`src/rtl/tx_chan_scheduler_pkg.sv`:
```
// Shared types and constants for the TX channel scheduler.
// The state encoding and default gap limit live here so the RX side can reuse them.
package tx_chan_scheduler_pkg;

    localparam int          SAMPLE_W        = 16;
    localparam logic [15:0] GAP_MAX_DEFAULT = 16'd512;

    typedef enum logic [1:0] {
        ST_IDLE    = 2'd0,
        ST_GRANT   = 2'd1,
        ST_HOLD    = 2'd2,
        ST_RELEASE = 2'd3
    } sched_state_t;

    // Saturating increment, so the gap counter parks at its limit instead of wrapping.
    function automatic logic [15:0] satInc(input logic [15:0] value, input logic [15:0] limit);
        return (value >= limit) ? limit : value + 16'd1;
    endfunction

endpackage

```
`src/rtl/tx_chan_scheduler_if.sv`:
```
// Bundle between the per-channel FIFO readers, the TX chain and the scheduler.
// The master side drives the requests, strobe and samples. The scheduler is the slave side.
interface tx_chan_scheduler_if
    import tx_chan_scheduler_pkg::*;
#(
    parameter int NUM_CHAN = 2,
    parameter int CHW      = 1
);
    logic                         tx_strobe;
    logic [NUM_CHAN-1:0]          pkt_waiting;
    logic [NUM_CHAN-1:0]          skip;
    logic [NUM_CHAN-1:0]          burst;
    logic [NUM_CHAN-1:0]          ch_tx_empty;
    logic [NUM_CHAN*SAMPLE_W-1:0] ch_tx_i;
    logic [NUM_CHAN*SAMPLE_W-1:0] ch_tx_q;
    logic [NUM_CHAN-1:0]          ch_strobe;
    logic [SAMPLE_W-1:0]          tx_i;
    logic [SAMPLE_W-1:0]          tx_q;
    logic                         tx_empty;
    logic                         grant_valid;
    logic [CHW-1:0]               grant_id;
    logic                         burst_abort;

    modport master (
        output tx_strobe, pkt_waiting, skip, burst, ch_tx_empty, ch_tx_i, ch_tx_q,
        input  ch_strobe, tx_i, tx_q, tx_empty, grant_valid, grant_id, burst_abort
    );

    modport slave (
        input  tx_strobe, pkt_waiting, skip, burst, ch_tx_empty, ch_tx_i, ch_tx_q,
        output ch_strobe, tx_i, tx_q, tx_empty, grant_valid, grant_id, burst_abort
    );
endinterface

```
`src/rtl/tx_chan_scheduler_rr_pick.sv`:
```
// Combinational rotating-priority encoder: the search starts one past i_lastId and wraps.
// It has no side-specific logic, so the RX scheduler can use it unchanged.
module rr_pick #(
    parameter int NUM_CHAN = 2,
    parameter int CHW      = 1
) (
    input  logic [NUM_CHAN-1:0] i_req,
    input  logic [CHW-1:0]      i_lastId,
    output logic                o_any,
    output logic [CHW-1:0]      o_winId
);
    localparam int SW = CHW + 1;

    // One extra bit holds lastId+offset before the modulo wrap. A single subtraction is enough because the sum stays below 2*NUM_CHAN.
    always_comb begin
        logic [SW-1:0]  w_sum;
        logic [CHW-1:0] w_cand;
        o_any   = 1'b0;
        o_winId = '0;
        w_sum   = '0;
        w_cand  = '0;
        for (int offset = 1; offset <= NUM_CHAN; offset++) begin
            w_sum = {1'b0, i_lastId} + SW'(offset);
            if (w_sum >= SW'(NUM_CHAN)) begin
                w_sum = w_sum - SW'(NUM_CHAN);
            end
            w_cand = w_sum[CHW-1:0];
            if (!o_any && i_req[w_cand]) begin
                o_any   = 1'b1;
                o_winId = w_cand;
            end
        end
    end

endmodule

```
`src/rtl/tx_chan_scheduler.sv`:
```
// Shares one TX chain among NUM_CHAN FIFO readers. Grants rotate at packet granularity and are held across bursts.
// Only the owning reader receives strobes. Its samples reach the chain one register later.
module tx_chan_scheduler
    import tx_chan_scheduler_pkg::*;
#(
    parameter int          NUM_CHAN = 2,
    parameter int          CHW      = 1,
    parameter logic [15:0] GAP_MAX  = GAP_MAX_DEFAULT
) (
    input  logic               tx_clock,
    input  logic               reset,
    tx_chan_scheduler_if.slave sched
);
    sched_state_t        r_state;
    sched_state_t        w_stateNext;
    logic [CHW-1:0]      r_grantId;
    logic [CHW-1:0]      w_grantIdNext;
    logic [CHW-1:0]      r_lastId;
    logic [CHW-1:0]      w_lastIdNext;
    logic                r_grantValid;
    logic                w_grantValidNext;
    logic [15:0]         r_gapCnt;
    logic [15:0]         w_gapCntNext;
    logic [15:0]         w_gapStep;
    logic                r_burstAbort;
    logic                w_burstAbortNext;
    logic [SAMPLE_W-1:0] r_txI;
    logic [SAMPLE_W-1:0] r_txQ;
    logic                r_txEmpty;

    logic                w_any;
    logic [CHW-1:0]      w_winId;
    logic [CHW-1:0]      w_arbBase;
    logic                w_ownSkip;
    logic                w_ownBurst;
    logic                w_ownWaiting;
    logic [SAMPLE_W-1:0] w_laneI;
    logic [SAMPLE_W-1:0] w_laneQ;
    logic                w_laneEmpty;
    logic [NUM_CHAN-1:0] w_chStrobe;

    // In RELEASE, last_id has not been written yet, so rotation is based on the outgoing owner directly.
    assign w_arbBase = (r_state == ST_RELEASE) ? r_grantId : r_lastId;

    rr_pick #(
        .NUM_CHAN (NUM_CHAN),
        .CHW      (CHW)
    ) u_rrPick (
        .i_req    (sched.pkt_waiting),
        .i_lastId (w_arbBase),
        .o_any    (w_any),
        .o_winId  (w_winId)
    );

    assign w_ownSkip    = sched.skip[r_grantId];
    assign w_ownBurst   = sched.burst[r_grantId];
    assign w_ownWaiting = sched.pkt_waiting[r_grantId];

    // The owner's lane is selected with constant part-selects, so an out-of-range id simply selects nothing.
    always_comb begin
        w_laneI     = '0;
        w_laneQ     = '0;
        w_laneEmpty = 1'b1;
        w_chStrobe  = '0;
        for (int k = 0; k < NUM_CHAN; k++) begin
            if (r_grantId == CHW'(k)) begin
                w_laneI     = sched.ch_tx_i[k*SAMPLE_W +: SAMPLE_W];
                w_laneQ     = sched.ch_tx_q[k*SAMPLE_W +: SAMPLE_W];
                w_laneEmpty = sched.ch_tx_empty[k];
            end
            w_chStrobe[k] = sched.tx_strobe & r_grantValid & (r_grantId == CHW'(k));
        end
    end

    assign w_gapStep = sched.tx_strobe ? satInc(r_gapCnt, GAP_MAX) : r_gapCnt;

    // RELEASE re-arbitrates itself, so its cycle is the only dead cycle between owners.
    always_comb begin
        w_stateNext      = r_state;
        w_grantIdNext    = r_grantId;
        w_lastIdNext     = r_lastId;
        w_grantValidNext = r_grantValid;
        w_gapCntNext     = r_gapCnt;
        w_burstAbortNext = 1'b0;
        case (r_state)
            ST_IDLE: begin
                if (w_any) begin
                    w_grantIdNext    = w_winId;
                    w_grantValidNext = 1'b1;
                    w_stateNext      = ST_GRANT;
                end
            end
            ST_GRANT: begin
                if (w_ownSkip) begin
                    if (w_ownBurst) begin
                        w_gapCntNext = '0;
                        w_stateNext  = ST_HOLD;
                    end else begin
                        w_grantValidNext = 1'b0;
                        w_stateNext      = ST_RELEASE;
                    end
                end
            end
            ST_HOLD: begin
                if (w_ownWaiting) begin
                    w_stateNext = ST_GRANT;
                end else if (!w_ownBurst) begin
                    w_grantValidNext = 1'b0;
                    w_stateNext      = ST_RELEASE;
                end else begin
                    w_gapCntNext = w_gapStep;
                    if (w_gapStep >= GAP_MAX) begin
                        w_grantValidNext = 1'b0;
                        w_burstAbortNext = 1'b1;
                        w_stateNext      = ST_RELEASE;
                    end
                end
            end
            ST_RELEASE: begin
                w_lastIdNext = r_grantId;
                if (w_any) begin
                    w_grantIdNext    = w_winId;
                    w_grantValidNext = 1'b1;
                    w_stateNext      = ST_GRANT;
                end else begin
                    w_stateNext = ST_IDLE;
                end
            end
            default: begin
                w_grantValidNext = 1'b0;
                w_stateNext      = ST_RELEASE;
            end
        endcase
    end

    // Output samples use the current grant, so a cleared grant forces zero/empty one cycle later.
    always_ff @(posedge tx_clock) begin
        if (reset) begin
            r_state      <= ST_IDLE;
            r_grantId    <= '0;
            r_lastId     <= CHW'(NUM_CHAN - 1);
            r_grantValid <= 1'b0;
            r_gapCnt     <= '0;
            r_burstAbort <= 1'b0;
            r_txI        <= '0;
            r_txQ        <= '0;
            r_txEmpty    <= 1'b1;
        end else begin
            r_state      <= w_stateNext;
            r_grantId    <= w_grantIdNext;
            r_lastId     <= w_lastIdNext;
            r_grantValid <= w_grantValidNext;
            r_gapCnt     <= w_gapCntNext;
            r_burstAbort <= w_burstAbortNext;
            r_txI        <= r_grantValid ? w_laneI : '0;
            r_txQ        <= r_grantValid ? w_laneQ : '0;
            r_txEmpty    <= r_grantValid ? w_laneEmpty : 1'b1;
        end
    end

    assign sched.ch_strobe   = w_chStrobe;
    assign sched.tx_i        = r_txI;
    assign sched.tx_q        = r_txQ;
    assign sched.tx_empty    = r_txEmpty;
    assign sched.grant_valid = r_grantValid;
    assign sched.grant_id    = r_grantId;
    assign sched.burst_abort = r_burstAbort;

endmodule
```
`src/flat_wrapper.sv`:
```
// flat-port wrapper written by rule: the top's interface ports become plain ports
module tx_chan_scheduler_flat import tx_chan_scheduler_pkg::*;
#(
    parameter int          NUM_CHAN = 2,
    parameter int          CHW      = 1,
    parameter logic [15:0] GAP_MAX  = GAP_MAX_DEFAULT
)
  (tx_clock, reset, sched_tx_strobe, sched_pkt_waiting, sched_skip, sched_burst, sched_ch_tx_empty, sched_ch_tx_i, sched_ch_tx_q, sched_ch_strobe, sched_tx_i, sched_tx_q, sched_tx_empty, sched_grant_valid, sched_grant_id, sched_burst_abort);
  tx_chan_scheduler_if #(.NUM_CHAN(NUM_CHAN), .CHW(CHW)) sched_i ();
  input  logic tx_clock;
  input  logic reset;
  input wire logic [$bits(sched_i.tx_strobe)-1:0] sched_tx_strobe;
  input wire logic [$bits(sched_i.pkt_waiting)-1:0] sched_pkt_waiting;
  input wire logic [$bits(sched_i.skip)-1:0] sched_skip;
  input wire logic [$bits(sched_i.burst)-1:0] sched_burst;
  input wire logic [$bits(sched_i.ch_tx_empty)-1:0] sched_ch_tx_empty;
  input wire logic [$bits(sched_i.ch_tx_i)-1:0] sched_ch_tx_i;
  input wire logic [$bits(sched_i.ch_tx_q)-1:0] sched_ch_tx_q;
  output wire logic [$bits(sched_i.ch_strobe)-1:0] sched_ch_strobe;
  output wire logic [$bits(sched_i.tx_i)-1:0] sched_tx_i;
  output wire logic [$bits(sched_i.tx_q)-1:0] sched_tx_q;
  output wire logic [$bits(sched_i.tx_empty)-1:0] sched_tx_empty;
  output wire logic [$bits(sched_i.grant_valid)-1:0] sched_grant_valid;
  output wire logic [$bits(sched_i.grant_id)-1:0] sched_grant_id;
  output wire logic [$bits(sched_i.burst_abort)-1:0] sched_burst_abort;
  assign sched_i.tx_strobe = sched_tx_strobe;
  assign sched_i.pkt_waiting = sched_pkt_waiting;
  assign sched_i.skip = sched_skip;
  assign sched_i.burst = sched_burst;
  assign sched_i.ch_tx_empty = sched_ch_tx_empty;
  assign sched_i.ch_tx_i = sched_ch_tx_i;
  assign sched_i.ch_tx_q = sched_ch_tx_q;
  assign sched_ch_strobe = sched_i.ch_strobe;
  assign sched_tx_i = sched_i.tx_i;
  assign sched_tx_q = sched_i.tx_q;
  assign sched_tx_empty = sched_i.tx_empty;
  assign sched_grant_valid = sched_i.grant_valid;
  assign sched_grant_id = sched_i.grant_id;
  assign sched_burst_abort = sched_i.burst_abort;
  tx_chan_scheduler #(.NUM_CHAN(NUM_CHAN), .CHW(CHW), .GAP_MAX(GAP_MAX)) u_core (.tx_clock(tx_clock), .reset(reset), .sched(sched_i));
endmodule
```
`config.mk`:
```
export PLATFORM = sky130hd
export DESIGN_NAME = tx_chan_scheduler_flat
export DESIGN_NICKNAME = d
export VERILOG_FILES = /design/src/rtl/tx_chan_scheduler_pkg.sv /design/src/rtl/tx_chan_scheduler_if.sv /design/src/rtl/tx_chan_scheduler_rr_pick.sv /design/src/rtl/tx_chan_scheduler.sv /design/src/flat_wrapper.sv
export SDC_FILE = /design/constraint.sdc
export NUM_CORES = 1
export LEC_CHECK = 0
export ABC_AREA = 1
export CAP_MARGIN = 20
export CORE_ASPECT_RATIO = 1.4
export CORE_UTILIZATION = 41
export DETAILED_ROUTE_END_ITERATION = 16
export GPL_ROUTABILITY_DRIVEN = 1
export PLACE_DENSITY = 0.9
export SKIP_LAST_GASP = 1
export SYNTH_ARGS = -nofsm -noshare
export SYNTH_HDL_FRONTEND = slang
export SYNTH_SLANG_ARGS = --single-unit
```
`constraint.sdc`:
```
create_clock -name tx_clock -period 2.14 [get_ports tx_clock]
set_input_delay 0.321 -clock tx_clock [delete_from_list [all_inputs] [get_ports tx_clock]]
set_output_delay 0.321 -clock tx_clock [all_outputs]
set_load 0.01 [all_outputs]
```
Yosys cells after proc, flatten, opt, wreduce, memory -nomap -nowiden
Cells that the tools add are included.
Widths: inputs -> output; s select.
{ "op_classes": {"n_addsub": 5, "multipliers": 0, "div_mod_pow": 0, "order_cmp": 7, "n_eq_ne": 12, "shift": 0, "muxes": 43, "bitwise": 7, "reduce_logical": 11} }
{ "op_table": {"columns": ["cell", "count"], "rows": [
  ["$mux 16", 8],
  ["$ge 16x10->1 const B", 2],
  ["$pmux 16 s2", 1],
  ["$mux 1", 27],
  ["$add 16x1->16 const B", 1],
  ["$mux 2", 5],
  ["$reduce_and 5->1", 2],
  ["$ne 2x1->1 const B", 4],
  ["$pmux 2 s4", 1],
  ["$lt 1x2->1 const B", 3],
  ["$ne 2x2->1 const B", 3],
  ["$eq 2x2->1 const B", 2],
  ["$ge 2x2->1 const B", 2],
  ["$ne 4x4->1 const B", 1],
  ["$not 1->1", 4],
  ["$reduce_or 2->1", 2],
  ["$reduce_or 4->1", 1],
  ["$and 1x1->1", 3],
  ["$ne 3x3->1 const B", 1],
  ["$pmux 1 s3", 1],
  ["$reduce_and 3->1", 1],
  ["$add 1x1->2 const B", 1],
  ["$add 1x2->2 const B", 1],
  ["$eq 2x1->1 const B", 1],
  ["other kinds (6)", 7]
]} }
{ "totals": {"regBits": 55, "latch_bits": 0, "ram_bits": 0, "rom_bits": 0, "in_bits": 75, "wordCells": 94, "n_memories": 0} }

Longest topological paths before layout
{ "logic_depth": {"depth_word": 13, "mapped_depth": 11, "mapped_depth_nobuf": 11} }

Cells and area by module
A second synthesis with hierarchy kept.
{ "hier_totals": {"cells_unflattened": 337, "hier_area_um2": 2432.3} }
{ "by_module_without_submodules": {"columns": ["module", "n_inst", "cells_per_inst", "area_per_inst_um2"], "rows": [
  ["tx_chan_scheduler", 1, 334, 2417.3],
  ["rr_pick", 1, 3, 15.0]
]} }

Worst setup path before layout
OpenSTA, ideal clock, no wires.
{ "synth_path": {"path_kind": "reg-to-reg", "startpoint": "register u_core.r_grantId, in the netlist u_core.sched.grant_id", "endpoint": "register u_core.r_gapCnt[0]", "setup_time_ns": 0.130, "t_arrival_ns": 1.423, "t_required_ns": 2.010, "slack_ns": 0.587, "path_stages_with_launch": 10, "n_path_buf": 0, "period_less_slack_ns": 1.553, "path_cell_list": "dfxtp_1 -> inv_2 -> or2_1 -> o21ai_2 -> o21ai_2 -> nand3_4 -> inv_2 -> nand2_2 -> o21ai_0 -> nor3b_2"} }
{ "synth_between": {"elab_chain_len": 4, "word_cells_on_any_way": 11, "classes_between": "eq/ne (4); mux (6); reduce/logical (1)"} }
{ "synth_lines": {"columns": ["element", "line", "rtl"], "rows": [
  ["start: declaration", "tx_chan_scheduler.sv:16", "logic [CHW-1:0] r_grantId;"],
  ["start signal: assignment", "tx_chan_scheduler.sv:150", "r_grantId <= w_grantIdNext;"],
  ["$mux 1, on equally long branches (2 in a row)", "tx_chan_scheduler.sv:56, tx_chan_scheduler.sv:55, tx_chan_scheduler.sv:57", null],
  ["$ne 2x1->1 (no line) or $ne 2x2->1 (tied branches)", null, null],
  ["$reduce_and 5->1 (no line) (*)", null, null],
  ["end signal: assignment", "tx_chan_scheduler.sv:153", "r_gapCnt <= w_gapCntNext;"],
  ["end: declaration", "tx_chan_scheduler.sv:22", "logic [15:0] r_gapCnt;"]
]} }
Every way passes the cells marked *; elsewhere a longest branch is shown, timed or not. The select of a mux whose other input is x is not followed.
A chain may end at the register's enable or synchronous reset.

Worst setup path in the final report
{ "layout_path": {"startpoint": "register u_core.r_state[0]", "endpoint": "register u_core.r_gapCnt[2]"} }
{ "layout_between": {"elab_chain_len": 3, "word_cells_on_any_way": 9, "classes_between": "eq/ne (6); mux (1); reduce/logical (2)"} }
{ "layout_lines": {"columns": ["element", "line", "rtl"], "rows": [
  ["start: declaration", "tx_chan_scheduler.sv:14", "sched_state_t r_state;"],
  ["start signal: assignment", "tx_chan_scheduler.sv:149", "r_state <= w_stateNext;"],
  ["$eq 2x2->1 or $eq 2x1->1 (tied branches)", "tx_chan_scheduler.sv:85", "case (r_state)"],
  ["$ne 2x1->1 (no line) (tied with other cells)", null, null],
  ["$reduce_and 5->1 (no line)", null, null]
]} }
Parallel ways exist; a longest one is shown, timed or not.

==> impl_results.md <==
- Number of global-route vias before repair: 2444
- Worst Path Class, Setup: flip-flop to flip-flop
- DR vias: 2579
- Worst skew pair latency: 0.30 ns
- Peak VDD IR: 0.537 mV
- Ratio of cells with drive above 1 in the final layout: 7.00%
- # rows: 33
- H-tree Lvls: 2
- Drt first pass iters: 4
- Post-synthesis async set-or-reset flop share: 0%
- # port buffers: 112
- Leak: 1.48 nW
- Tmin final: 1.98 ns
- CTS buffer count: 5
- Register area share after synthesis: 44.7%
- Fmax: 0.505 GHz
- RSZ-0062 raised after global routing: no
- Final Cycle Share: 92.6%
- PostCTS Resize Cnt: 0
- Largest stage delay on the critical path: 0.39 ns
- Cells along the critical path: inv_1 -> ha_1 -> o21ai_2 -> nand3_4 -> nor3b_4 -> o21ai_1 -> a21oi_1
- First-pass GRT wire length: 10.5 mm
- Die H: 93.7 um
- Worst Hold Class: flip-flop to flip-flop
- Run status: completed
- Synth Register Bits: 55
- Detail Route Antenna Nets: 0
- Post-CTS setup buffers: 0
- FILL cells: 487
- Leading cell type in the layout, fill and taps excluded: clkdlybuf4s50_1
- Max Slew Vio Count: 0
- Critical path endpoint: u_core.r_gapCnt[2]$_SDFFE_PP0P_
- Register-to-Register Path Depth: 7
- Critical Path AT: 2.22 ns
- Mapped cell area: 2460 sq um
- Most used DFF post-synth: dfxtp_1
- Final nets: 524
- Synth Instances: 331
- Grt total ovfl: 0
- Diode count: 0
- CP Max Fanout: 12
- Hold Buf Count CTS: 0
- Final WL: 6.48 mm
- IO Pins: 113
- Starting Density: 42.3%
- Syn Nets: 413
- Overall power: 0.00312 W
- Gr usage total: 21.8%
- Final Hold Fails: 0
- CTS tree: done
- EDFF count, synth: 0
- Setup_tns: 0 ns
- Final setup fails: 0
- WL/cell: 12.6 um
- Most frequent cells in the layout: clkdlybuf4s50_1 (112), nand2_1 (111), dfxtp_1 (55), a21oi_1 (53), inv_1 (17)
- Syn Area/Cell: 7.44 sq um
- Vias per inst: 5.03
- Hpwl dp: 5.09 mm
- Iter 0 DRT Violations: 88
- Core Footprint: 5820 sq um
- Worst setup path startpoint: u_core.r_state[0]$_SDFFE_PP0P_
- Worst setup EP type: flip-flop
- Slew margin rel.: 35.7%
- RR Startpoint: u_core.r_state[0]$_SDFFE_PP0P_
- Crit path required time: 2.38 ns
- Placer Congestion: 0.854
- Clk buf depth: 2
- Pwr/cell area: 830 nW/um^2
- Number of antenna violations at the first check in global routing: 0
- Worst path slowest cell: dfxtp_1
- Clk_skew: 0.00711 ns
- Largest net degree at the start of global routing: 33
- Die area: 6320 sq um
- Clk slew on worst S/H paths: 0.10 ns
- Chip Width: 67.5 um
- Slew @ Worst Pin: 0.964 ns
- Area Overhead vs Synth: 52.6%
- CTS Sinks: 55
- Setup crit start kind: flip-flop
- Distinct cells, synth: 36
- Reg2reg end: u_core.r_gapCnt[2]$_SDFFE_PP0P_
- Synth warnings: 0
- Number of remaining DRC errors: 0
- Max Cap Violations: 0
- Clk root buf: clkbuf_8
- Register-to-Register Setup Slack: 0.16 ns
## cell type report
class | count | area [sq um] | area share [%]
repair buffers | 119 | 1170 | 31.2
multi-input cells | 240 | 1210 | 32.3
flip-flops and latches | 55 | 1100 | 29.3
clock inverters | 1 | 7.51 | 0.200
well taps | 70 | 87.6 | 2.33
clock buffers | 7 | 96.3 | 2.56
inverters | 21 | 78.8 | 2.10
## Yosys cell counts (2+ instances only)
master | count | area, sq um
clkbuf_1 | 11 | 41.3
inv_2 | 4 | 15.0
nand3_1 | 10 | 50.1
dfxtp_1 | 55 | 1100
xnor2_1 | 3 | 26.3
inv_1 | 17 | 63.8
o21ai_2 | 2 | 17.5
nand2_2 | 2 | 12.5
nor2_1 | 13 | 48.8
nor3_1 | 3 | 15.0
nand4_1 | 8 | 50.1
o21ai_0 | 9 | 45.0
xor2_1 | 2 | 17.5
ha_1 | 7 | 87.6
a21oi_1 | 53 | 265
nand2_1 | 111 | 417
o211ai_1 | 2 | 15.0
## worst min-delay path by stage
stage | slack [ns] | endpoint | from | cells after the start
4_1_cts | 0.50 | u_core.r_lastId$_SDFF_PP1_ | u_core.r_lastId$_SDFF_PP1_ | 2
6_report | 0.49 | u_core.r_lastId$_SDFF_PP1_ | u_core.r_lastId$_SDFF_PP1_ | 2
2_1_floorplan | 0.43 | u_core.sched.tx_empty$_SDFF_PP1_ | reset | 2
3_3_place_gp | 0.46 | u_core.r_lastId$_SDFF_PP1_ | u_core.r_lastId$_SDFF_PP1_ | 2
5_1_grt | 0.53 | u_core.r_gapCnt[13]$_SDFFE_PP0P_ | u_core.r_gapCnt[13]$_SDFFE_PP0P_ | 2
3_5_place_dp | 0.47 | u_core.r_lastId$_SDFF_PP1_ | u_core.r_lastId$_SDFF_PP1_ | 2
## where the power goes
group / internal [W] / switching (W)
clock network: 0.000295 / 0.000330
logic: 0.000564 / 0.000708
registers: 0.00115 / 0.0000683
## state kept, by name, indices dropped and copies added, names as in the netlist
name                      flops
u_core.r_gapCnt              16
u_core.sched.burst_abort      1
u_core.r_state                2
u_core.sched.grant_id         1
u_core.sched.tx_q            16
u_core.sched.tx_i            16
u_core.sched.tx_empty         1
u_core.sched.grant_valid      1
u_core.r_lastId               1
## worst max-delay path: cells and delay by family, from the launching register on
| family | cells | cell delay (ns) |
|---|---|---|
| DFF | 1 | 0.39 |
| and+or+nand+nor | 2 | 0.54 |
| buffers and inverters | 1 | 0.10 |
| AOI/OAI and AO/OA | 3 | 0.52 |
| adders and majority gates | 1 | 0.36 |
## metal layers
metal	GRT usage (%)	up-vias	wire [um]
li1	-	1297	-
met2	40.3	88	3470
met1	21.8	1181	2370
met3	7.16	13	512
met5	0	-	0
met4	7.27	0	131
## logic make-up after synthesis
family                     count (synthesis)  synth area share [%]
AOI/OAI and AO/OA                         72                  15.7
adders and majority gates                  7                  3.56
DFF                                       55                  44.7
xor gates and xnor gates                   5                  1.78
buffers and inverters                     36                  6.00
and+or+nand+nor                          156                  28.3
## through the flow
| step | utilization [%] | worst slack [ns] | hold slack, ns | cells | area [sq um] |
|---|---|---|---|---|---|
| detailed placement | 62.8 | 0.119 | 0.469 | 505 | 3650 |
| finish | 64.6 | 0.158 | 0.492 | 513 | 3760 |
| CTS | 64.6 | 0.152 | 0.495 | 513 | 3760 |
| floorplan | - | 0.587 | 0.434 | 331 | 2460 |
| global route | 64.6 | 0.00846 | 0.528 | 513 | 3760 |
| global placement | 62.8 | 0.188 | 0.461 | 505 | 3650 |
(Power assumes the default switching activity.)
